**src/rtl/riscv_pkg.sv**
```systemverilog
// Shared types for the multicycle RISC-V controller: opcodes, FSM states, mux encodings.
// MC_ILLEGAL_TRAP_EN adds the TRAP state.
package riscv_pkg;

    localparam int unsigned OPCODE_W = 7;
    localparam int unsigned STATE_W  = 4;
    localparam int unsigned SEL_W    = 2;

    typedef enum logic [OPCODE_W-1:0] {
        OP_LOAD   = 7'b0000011,
        OP_STORE  = 7'b0100011,
        OP_RTYPE  = 7'b0110011,
        OP_ITYPE  = 7'b0010011,
        OP_BRANCH = 7'b1100011,
        OP_JAL    = 7'b1101111,
        OP_JALR   = 7'b1100111,
        OP_LUI    = 7'b0110111,
        OP_AUIPC  = 7'b0010111
    } opcode_e;

    typedef enum logic [STATE_W-1:0] {
        S_FETCH    = 4'd0,
        S_DECODE   = 4'd1,
        S_MEMADR   = 4'd2,
        S_MEMREAD  = 4'd3,
        S_MEMWB    = 4'd4,
        S_MEMWRITE = 4'd5,
        S_EXECR    = 4'd6,
        S_EXECI    = 4'd7,
        S_ALUWB    = 4'd8,
        S_BRANCH   = 4'd9,
        S_JAL      = 4'd10,
        S_JALR     = 4'd11,
        S_UPPER    = 4'd12
`ifdef MC_ILLEGAL_TRAP_EN
        , S_TRAP   = 4'd13
`endif
    } state_e;

    localparam logic [SEL_W-1:0] SRCA_PC     = 2'b00;
    localparam logic [SEL_W-1:0] SRCA_OLDPC  = 2'b01;
    localparam logic [SEL_W-1:0] SRCA_RS1    = 2'b10;
    localparam logic [SEL_W-1:0] SRCA_ZERO   = 2'b11;

    localparam logic [SEL_W-1:0] SRCB_RS2    = 2'b00;
    localparam logic [SEL_W-1:0] SRCB_IMM    = 2'b01;
    localparam logic [SEL_W-1:0] SRCB_FOUR   = 2'b10;

    localparam logic [SEL_W-1:0] ALUOP_ADD   = 2'b00;
    localparam logic [SEL_W-1:0] ALUOP_SUB   = 2'b01;
    localparam logic [SEL_W-1:0] ALUOP_FUNCT = 2'b10;

    localparam logic [SEL_W-1:0] RES_ALUOUT  = 2'b00;
    localparam logic [SEL_W-1:0] RES_RDATA   = 2'b01;
    localparam logic [SEL_W-1:0] RES_ALURES  = 2'b10;

    typedef struct packed {
        logic             mem_req;
        logic             adr_src;
        logic             ir_write;
        logic             pc_write;
        logic             mem_write;
        logic             reg_write;
        logic [SEL_W-1:0] alu_src_a;
        logic [SEL_W-1:0] alu_src_b;
        logic [SEL_W-1:0] alu_op;
        logic [SEL_W-1:0] result_src;
    } ctrl_t;

endpackage

```
**src/rtl/mc_ctrl_decode.sv**
```systemverilog
// Combinational control-word decode from the current FSM state.
// MC_ILLEGAL_TRAP_EN: TRAP falls into the all-zero default.
module mc_ctrl_decode
    import riscv_pkg::*;
(
    input  state_e                state,
    input  logic [OPCODE_W-1:0]   opcode,
    input  logic                  mem_ready,
    input  logic                  branch_taken,
    output ctrl_t                 ctrl
);

    always_comb begin
        ctrl = '0;
        case (state)
            S_FETCH: begin
                ctrl.mem_req    = 1'b1;
                ctrl.alu_src_a  = SRCA_PC;
                ctrl.alu_src_b  = SRCB_FOUR;
                ctrl.alu_op     = ALUOP_ADD;
                ctrl.result_src = RES_ALURES;
                ctrl.ir_write   = mem_ready;
                ctrl.pc_write   = mem_ready;
            end
            S_DECODE: begin
                ctrl.alu_src_a = SRCA_OLDPC;
                ctrl.alu_src_b = SRCB_IMM;
                ctrl.alu_op    = ALUOP_ADD;
            end
            S_MEMADR: begin
                ctrl.alu_src_a = SRCA_RS1;
                ctrl.alu_src_b = SRCB_IMM;
                ctrl.alu_op    = ALUOP_ADD;
            end
            S_MEMREAD: begin
                ctrl.mem_req = 1'b1;
                ctrl.adr_src = 1'b1;
            end
            S_MEMWB: begin
                ctrl.result_src = RES_RDATA;
                ctrl.reg_write  = 1'b1;
            end
            S_MEMWRITE: begin
                ctrl.mem_req   = 1'b1;
                ctrl.adr_src   = 1'b1;
                ctrl.mem_write = 1'b1;
            end
            S_EXECR: begin
                ctrl.alu_src_a = SRCA_RS1;
                ctrl.alu_src_b = SRCB_RS2;
                ctrl.alu_op    = ALUOP_FUNCT;
            end
            S_EXECI: begin
                ctrl.alu_src_a = SRCA_RS1;
                ctrl.alu_src_b = SRCB_IMM;
                ctrl.alu_op    = ALUOP_FUNCT;
            end
            S_ALUWB: begin
                ctrl.result_src = RES_ALUOUT;
                ctrl.reg_write  = 1'b1;
            end
            S_BRANCH: begin
                ctrl.alu_src_a  = SRCA_RS1;
                ctrl.alu_src_b  = SRCB_RS2;
                ctrl.alu_op     = ALUOP_SUB;
                ctrl.result_src = RES_ALUOUT;
                ctrl.pc_write   = branch_taken;
            end
            S_JALR: begin
                ctrl.alu_src_a = SRCA_RS1;
                ctrl.alu_src_b = SRCB_IMM;
                ctrl.alu_op    = ALUOP_ADD;
            end
            S_JAL: begin
                ctrl.alu_src_a  = SRCA_OLDPC;
                ctrl.alu_src_b  = SRCB_FOUR;
                ctrl.alu_op     = ALUOP_ADD;
                ctrl.result_src = RES_ALUOUT;
                ctrl.pc_write   = 1'b1;
            end
            S_UPPER: begin
                // LUI adds the immediate to zero; AUIPC adds it to the old PC
                ctrl.alu_src_a = (opcode == OP_LUI) ? SRCA_ZERO : SRCA_OLDPC;
                ctrl.alu_src_b = SRCB_IMM;
                ctrl.alu_op    = ALUOP_ADD;
            end
            default: ctrl = '0;
        endcase
    end

endmodule

```
**src/rtl/multicycle_controller.sv**
```systemverilog
// Multicycle RISC-V main controller: state register, next-state logic, retire counter.
// Define MC_ILLEGAL_TRAP_EN to trap unknown opcodes (adds illegal_o); otherwise they retire as NOPs.
module multicycle_controller
    import riscv_pkg::*;
#(
    parameter int unsigned RETIRE_W = 32
) (
    input  logic                clk,
    input  logic                rst,
    input  logic [OPCODE_W-1:0] opcode_i,
    input  logic                branch_taken_i,
    input  logic                mem_ready_i,
    output logic                mem_req_o,
    output logic                AdrSrc_o,
    output logic                IRWrite_o,
    output logic                PCWrite_o,
    output logic                MemWrite_o,
    output logic                RegWrite_o,
    output logic [SEL_W-1:0]    ALUSrcA_o,
    output logic [SEL_W-1:0]    ALUSrcB_o,
    output logic [SEL_W-1:0]    ALUOp_o,
    output logic [SEL_W-1:0]    ResultSrc_o,
    output logic                retired_o,
    output logic [RETIRE_W-1:0] retire_cnt_o,
`ifdef MC_ILLEGAL_TRAP_EN
    output logic                illegal_o,
`endif
    output logic [STATE_W-1:0]  state_o
);

    state_e              state_q;
    state_e              state_d;
    ctrl_t               ctrl;
    logic [RETIRE_W-1:0] retire_cnt_q;
    logic                retire_c;

    always_ff @(posedge clk) begin
        if (rst) begin
            state_q <= S_FETCH;
        end else begin
            state_q <= state_d;
        end
    end

    always_comb begin
        state_d = state_q;
        case (state_q)
            S_FETCH:    if (mem_ready_i) state_d = S_DECODE;
            S_DECODE: begin
                case (opcode_i)
                    OP_LOAD, OP_STORE: state_d = S_MEMADR;
                    OP_RTYPE:          state_d = S_EXECR;
                    OP_ITYPE:          state_d = S_EXECI;
                    OP_BRANCH:         state_d = S_BRANCH;
                    OP_JAL:            state_d = S_JAL;
                    OP_JALR:           state_d = S_JALR;
                    OP_LUI, OP_AUIPC:  state_d = S_UPPER;
`ifdef MC_ILLEGAL_TRAP_EN
                    default:           state_d = S_TRAP;
`else
                    default:           state_d = S_FETCH;
`endif
                endcase
            end
            S_MEMADR:   state_d = (opcode_i == OP_LOAD) ? S_MEMREAD : S_MEMWRITE;
            S_MEMREAD:  if (mem_ready_i) state_d = S_MEMWB;
            S_MEMWB:    state_d = S_FETCH;
            S_MEMWRITE: if (mem_ready_i) state_d = S_FETCH;
            S_EXECR:    state_d = S_ALUWB;
            S_EXECI:    state_d = S_ALUWB;
            S_ALUWB:    state_d = S_FETCH;
            S_BRANCH:   state_d = S_FETCH;
            S_JALR:     state_d = S_JAL;
            S_JAL:      state_d = S_ALUWB;
            S_UPPER:    state_d = S_ALUWB;
`ifdef MC_ILLEGAL_TRAP_EN
            S_TRAP:     state_d = S_TRAP;
`endif
            default:    state_d = S_FETCH;
        endcase
    end

    // An instruction retires on the edge that returns the FSM to FETCH
    assign retire_c = !rst && (state_q != S_FETCH) && (state_d == S_FETCH);

    always_ff @(posedge clk) begin
        if (rst) begin
            retire_cnt_q <= '0;
        end else if (retire_c) begin
            retire_cnt_q <= retire_cnt_q + RETIRE_W'(1);
        end
    end

`ifdef MC_ILLEGAL_TRAP_EN
    always_ff @(posedge clk) begin
        if (rst) begin
            illegal_o <= 1'b0;
        end else if (state_d == S_TRAP) begin
            illegal_o <= 1'b1;
        end
    end
`endif

    mc_ctrl_decode u_decode (
        .state        (state_q),
        .opcode       (opcode_i),
        .mem_ready    (mem_ready_i),
        .branch_taken (branch_taken_i),
        .ctrl         (ctrl)
    );

    // Side-effecting strobes are held low for the whole reset cycle
    assign mem_req_o    = ctrl.mem_req   && !rst;
    assign IRWrite_o    = ctrl.ir_write  && !rst;
    assign PCWrite_o    = ctrl.pc_write  && !rst;
    assign MemWrite_o   = ctrl.mem_write && !rst;
    assign RegWrite_o   = ctrl.reg_write && !rst;
    assign AdrSrc_o     = ctrl.adr_src;
    assign ALUSrcA_o    = ctrl.alu_src_a;
    assign ALUSrcB_o    = ctrl.alu_src_b;
    assign ALUOp_o      = ctrl.alu_op;
    assign ResultSrc_o  = ctrl.result_src;
    assign retired_o    = retire_c;
    assign retire_cnt_o = retire_cnt_q;
    assign state_o      = STATE_W'(state_q);

endmodule

```
**config.mk**
```make
export PLATFORM = sky130hd
export DESIGN_NAME = multicycle_controller
export DESIGN_NICKNAME = d
export VERILOG_FILES = /design/src/rtl/riscv_pkg.sv /design/src/rtl/mc_ctrl_decode.sv /design/src/rtl/multicycle_controller.sv
export SDC_FILE = /design/constraint.sdc
export NUM_CORES = 1
export LEC_CHECK = 0
export BUFFER_PORTS_ARGS = -buffer_cell sky130_fd_sc_hd__buf_2
export CORE_MARGIN = 1
export CORE_UTILIZATION = 45
export CTS_CLUSTER_DIAMETER = 200
export DETAILED_ROUTE_END_ITERATION = 10
export PLACE_DENSITY = 0.68
export SETUP_SLACK_MARGIN = 0.02
export SYNTH_ARGS = -nofsm -noshare
export SYNTH_HDL_FRONTEND = slang
export SYNTH_SLANG_ARGS = --single-unit
```
**constraint.sdc**
```tcl
create_clock -name clk -period 4.3 [get_ports clk]
set_clock_uncertainty 0.15 [all_clocks]
set_input_delay 0.86 -clock clk [delete_from_list [all_inputs] [get_ports clk]]
set_output_delay 0.86 -clock clk [all_outputs]
set_load 0.05 [all_outputs]
```
==> impl_results.md <==
* Outcome: finished, final reports clean
* Fin crit period at 3415 ps
* Fin. Hold Viols at 0
* Fillers at 469
* Antenna diodes at 0
* Hold slack at 342.1 ps
* Combinational share of power at 12.9%
* Die height at 73.20 um
* Final ANT Viol Nets at 0
* Final setup violation count at 0
* Switching Share at 27.63%
* Worst Tran Pin Value at 617.9 ps
* H-tree depth at 2
* CTS max path bufs at 2
* Crit start category: flop
* CTS tree: done
* Leading area contributor after synthesis: dfxtp_1
* Relative slew slack at 58.81%
* Boundary Pins at 62
* Vias at 2373
* Vias in the first global route at 1941
* Initial Utilization at 47.66%
* Avg WL per Cell at 13.58 um
* Sequential area share after synthesis at 31.60%
* CP Cell Sequence: or4b_1 -> a211oi_1 -> nor4_4 -> nand4_4 -> nor2_1 -> buf_2
* Antenna violations before repair at 0
* Worst Path Required at 3290 ps
* Max Cap Viol at 0
* Skew-Pair Late Insertion Delay at 280 ps
* Final global-route overflow total at 0
* Area Growth Syn to Fin at 17.61%
* Post-CTS Setup Bufs at 0
* DRC at 0
* CP Capture Type: output pin
* # rows at 25
* Placed Cells at 410
* Sink Count at 36
* VDD IR-drop max at 0.1934 mV
* Detailed router's first-iteration violation count at 133
* Mapped Cells at 299
* RSZ-0062 raised after global routing: no
* First-pass DRT Iterations at 4
* Sequential power share at 52.1%
* Power Internal at 0.4678 mW
* Layout cells sized above 1 at 22.57%
* Die Width at 73.20 um
* Synth warn at 0
* Fin crit share at 79.41%
* PwrDens at 241.0 nW/um^2
* Synth area leaders: dfxtp_1 32%, a21oi_1 8.1%, o21ai_0 5.7%
* GRT Total Usage at 22.11%
* Worst Path Buf+Inv at 1
* Max frequency at 292.8 MHz
* Setup TNS at 0 ps
* Clock root buffer: clkbuf_8
* Clk pin slew, worst setup/hold paths at 70 ps
* Arr. time, crit path at 2400 ps
* Mean Syn Cell Area at 7.629 um^2
* Fin nets at 362
* Via density at 5.691
* TritonCTS buffer count at 5
* Core area at 4786 um^2
* Hpwl dp at 3969 um
* Hold-fix buffers, CTS at 0
* Count of unique library cells instantiated by Yosys at 46
* Post-CTS resize count at 0
* NetSw at 0.1786 mW
* First-pass GRT wire length at 9252 um
* Worst-path fanout max at 16
* Largest net degree at the start of global routing at 62
* Die area at 5358 um^2
* Slowest cell on the critical path: or4b_1
* Syn nets at 311
* Post-synth top flop: dfxtp_1
* Max-slew violations at 0
* Worst Setup Path Type: flop to output pin
* Final GP Congestion at 0.8881
* Power Total at 0.6464 mW
* Syn Std Cell Area at 2281 um^2
* Crit path max-delay family: simple AND/OR/NAND/NOR gates
* Port Buf Inserts at 61
* Hold Path Class: flop to flop
* Clk pwr share at 35.0%
* Post-synth EDFFs at 0
* Finished Layout Cells at 417
* Crit-path max cell delay at 680 ps
* Fraction of registers with async set/reset at 0%
* Routed wire length at 5664 um
* Flops & latches, synth at 36
* Static Leak at 1.035 nW
* Share of the synthesized area in the top cell type at 31.60%
routing by layer:
| metal | share of wire [%] | routed length (um) | track usage [%] | vias to the layer above |
|---|---|---|---|---|
| met3 | 4.9 | 280 | 4.834 | 5 |
| met2 | 47 | 2644 | 34.98 | 54 |
| met5 | 0 | 0 | 0 | - |
| met4 | 0.72 | 41 | 4.575 | 0 |
| met1 | 48 | 2697 | 30.74 | 1095 |
| li1 | - | - | - | 1219 |
state kept, by name (all words and copies together) (netlist names):
name          count
state_o           4
retire_cnt_o     32
cell usage after synthesis, types with 5 or more instances:
library cell,instances
inv_1,7
dfxtp_1,36
and3_1,8
clkbuf_1,10
or3_1,19
nor3_1,7
nand3_1,16
and2_1,7
nand4_1,10
a21oi_1,37
nand2_1,12
nor4_1,5
nand2b_1,9
o21ai_0,26
o31ai_1,11
nor2_1,19
or4_1,11
cells in the final DEF (no fill, tap or decap), types with 2 or more instances in the layout:
| master | instances |
|---|---|
| nand3_1 | 16 |
| a31oi_1 | 2 |
| o21ai_0 | 26 |
| dfxtp_1 | 36 |
| nand2_1 | 12 |
| clkbuf_8 | 5 |
| and3_1 | 8 |
| or3_1 | 19 |
| a21oi_1 | 37 |
| o31ai_1 | 11 |
| nor3_1 | 7 |
| and4_1 | 4 |
| nor2b_1 | 4 |
| xnor2_1 | 2 |
| nor4_4 | 2 |
| buf_4 | 4 |
| buf_2 | 61 |
| nand4_1 | 10 |
| nor2_1 | 19 |
| or4b_1 | 2 |
| or4_1 | 11 |
| nand3b_1 | 2 |
| and3b_1 | 2 |
| a211oi_1 | 3 |
| and2_1 | 7 |
| inv_1 | 7 |
| nand2b_1 | 9 |
| nor4_1 | 4 |
worst paths after layout:
kind                      end             start  depth (start not counted)  slack, ps
min reg2reg  retire_cnt_o[31]  retire_cnt_o[31]                          2        340
max reg2reg   retire_cnt_o[2]        state_o[2]                          7       1390
min          retire_cnt_o[31]  retire_cnt_o[31]                          2        340
max                 retired_o        state_o[2]                          6        890
kinds of logic (layout without fill, tap and decap cells):
kind of cell	after synthesis	after routing	share of synthesized area, %
compound gates	84	84	21.06
xor+xnor	3	3	1.152
fa+ha+maj	1	1	0.5485
buf+inv	28	79	5.980
flops	36	36	31.60
mux	3	3	1.591
simple gates	144	144	38.07
area by class of cell:
| class | instances | area [um^2] | area share, % |
|---|---|---|---|
| multi-input cells | 235 | 1439 | 53.64 |
| clock buffers | 6 | 72.57 | 2.705 |
| clock inverters | 1 | 5.005 | 0.1866 |
| inverters | 7 | 26.28 | 0.9795 |
| repair buffers | 65 | 335.3 | 12.50 |
| flip-flops and latches | 36 | 720.7 | 26.87 |
| well taps | 67 | 83.83 | 3.125 |
power groups by stage:
| stage | clock network, mW | registers, mW | logic (mW) |
|---|---|---|---|
| 4_1_cts | 0.235 | 0.337 | 0.0838 |
| 5_1_grt | 0.252 | 0.337 | 0.0912 |
| 3_3_place_gp | 0 | 0.344 | 0.0826 |
| 6_report | 0.226 | 0.337 | 0.0836 |
| 3_5_place_dp | 0 | 0.344 | 0.0836 |
| 2_1_floorplan | 0 | 0.350 | 0.0589 |
metrics by stage:
stage	instance area [um^2]	setup slack [ps]	util (%)
after floorplan	2296	245.7	-
after global placement	2605	995.1	54.43
after detailed placement	2605	989.2	54.43
after CTS	2683	883.0	56.05
after global routing	2683	746.4	56.05
final	2683	885.2	56.05
worst register-to-register path, cell delays in order, from the launching register on:
cell and delay [ps]:
dfxtp_1 500, or4b_1 690, a211oi_1 440, nor4_4 90
nand4_4 120, buf_4 430, nor2_1 110, mux2_2 280
(Power assumes the default switching activity.)
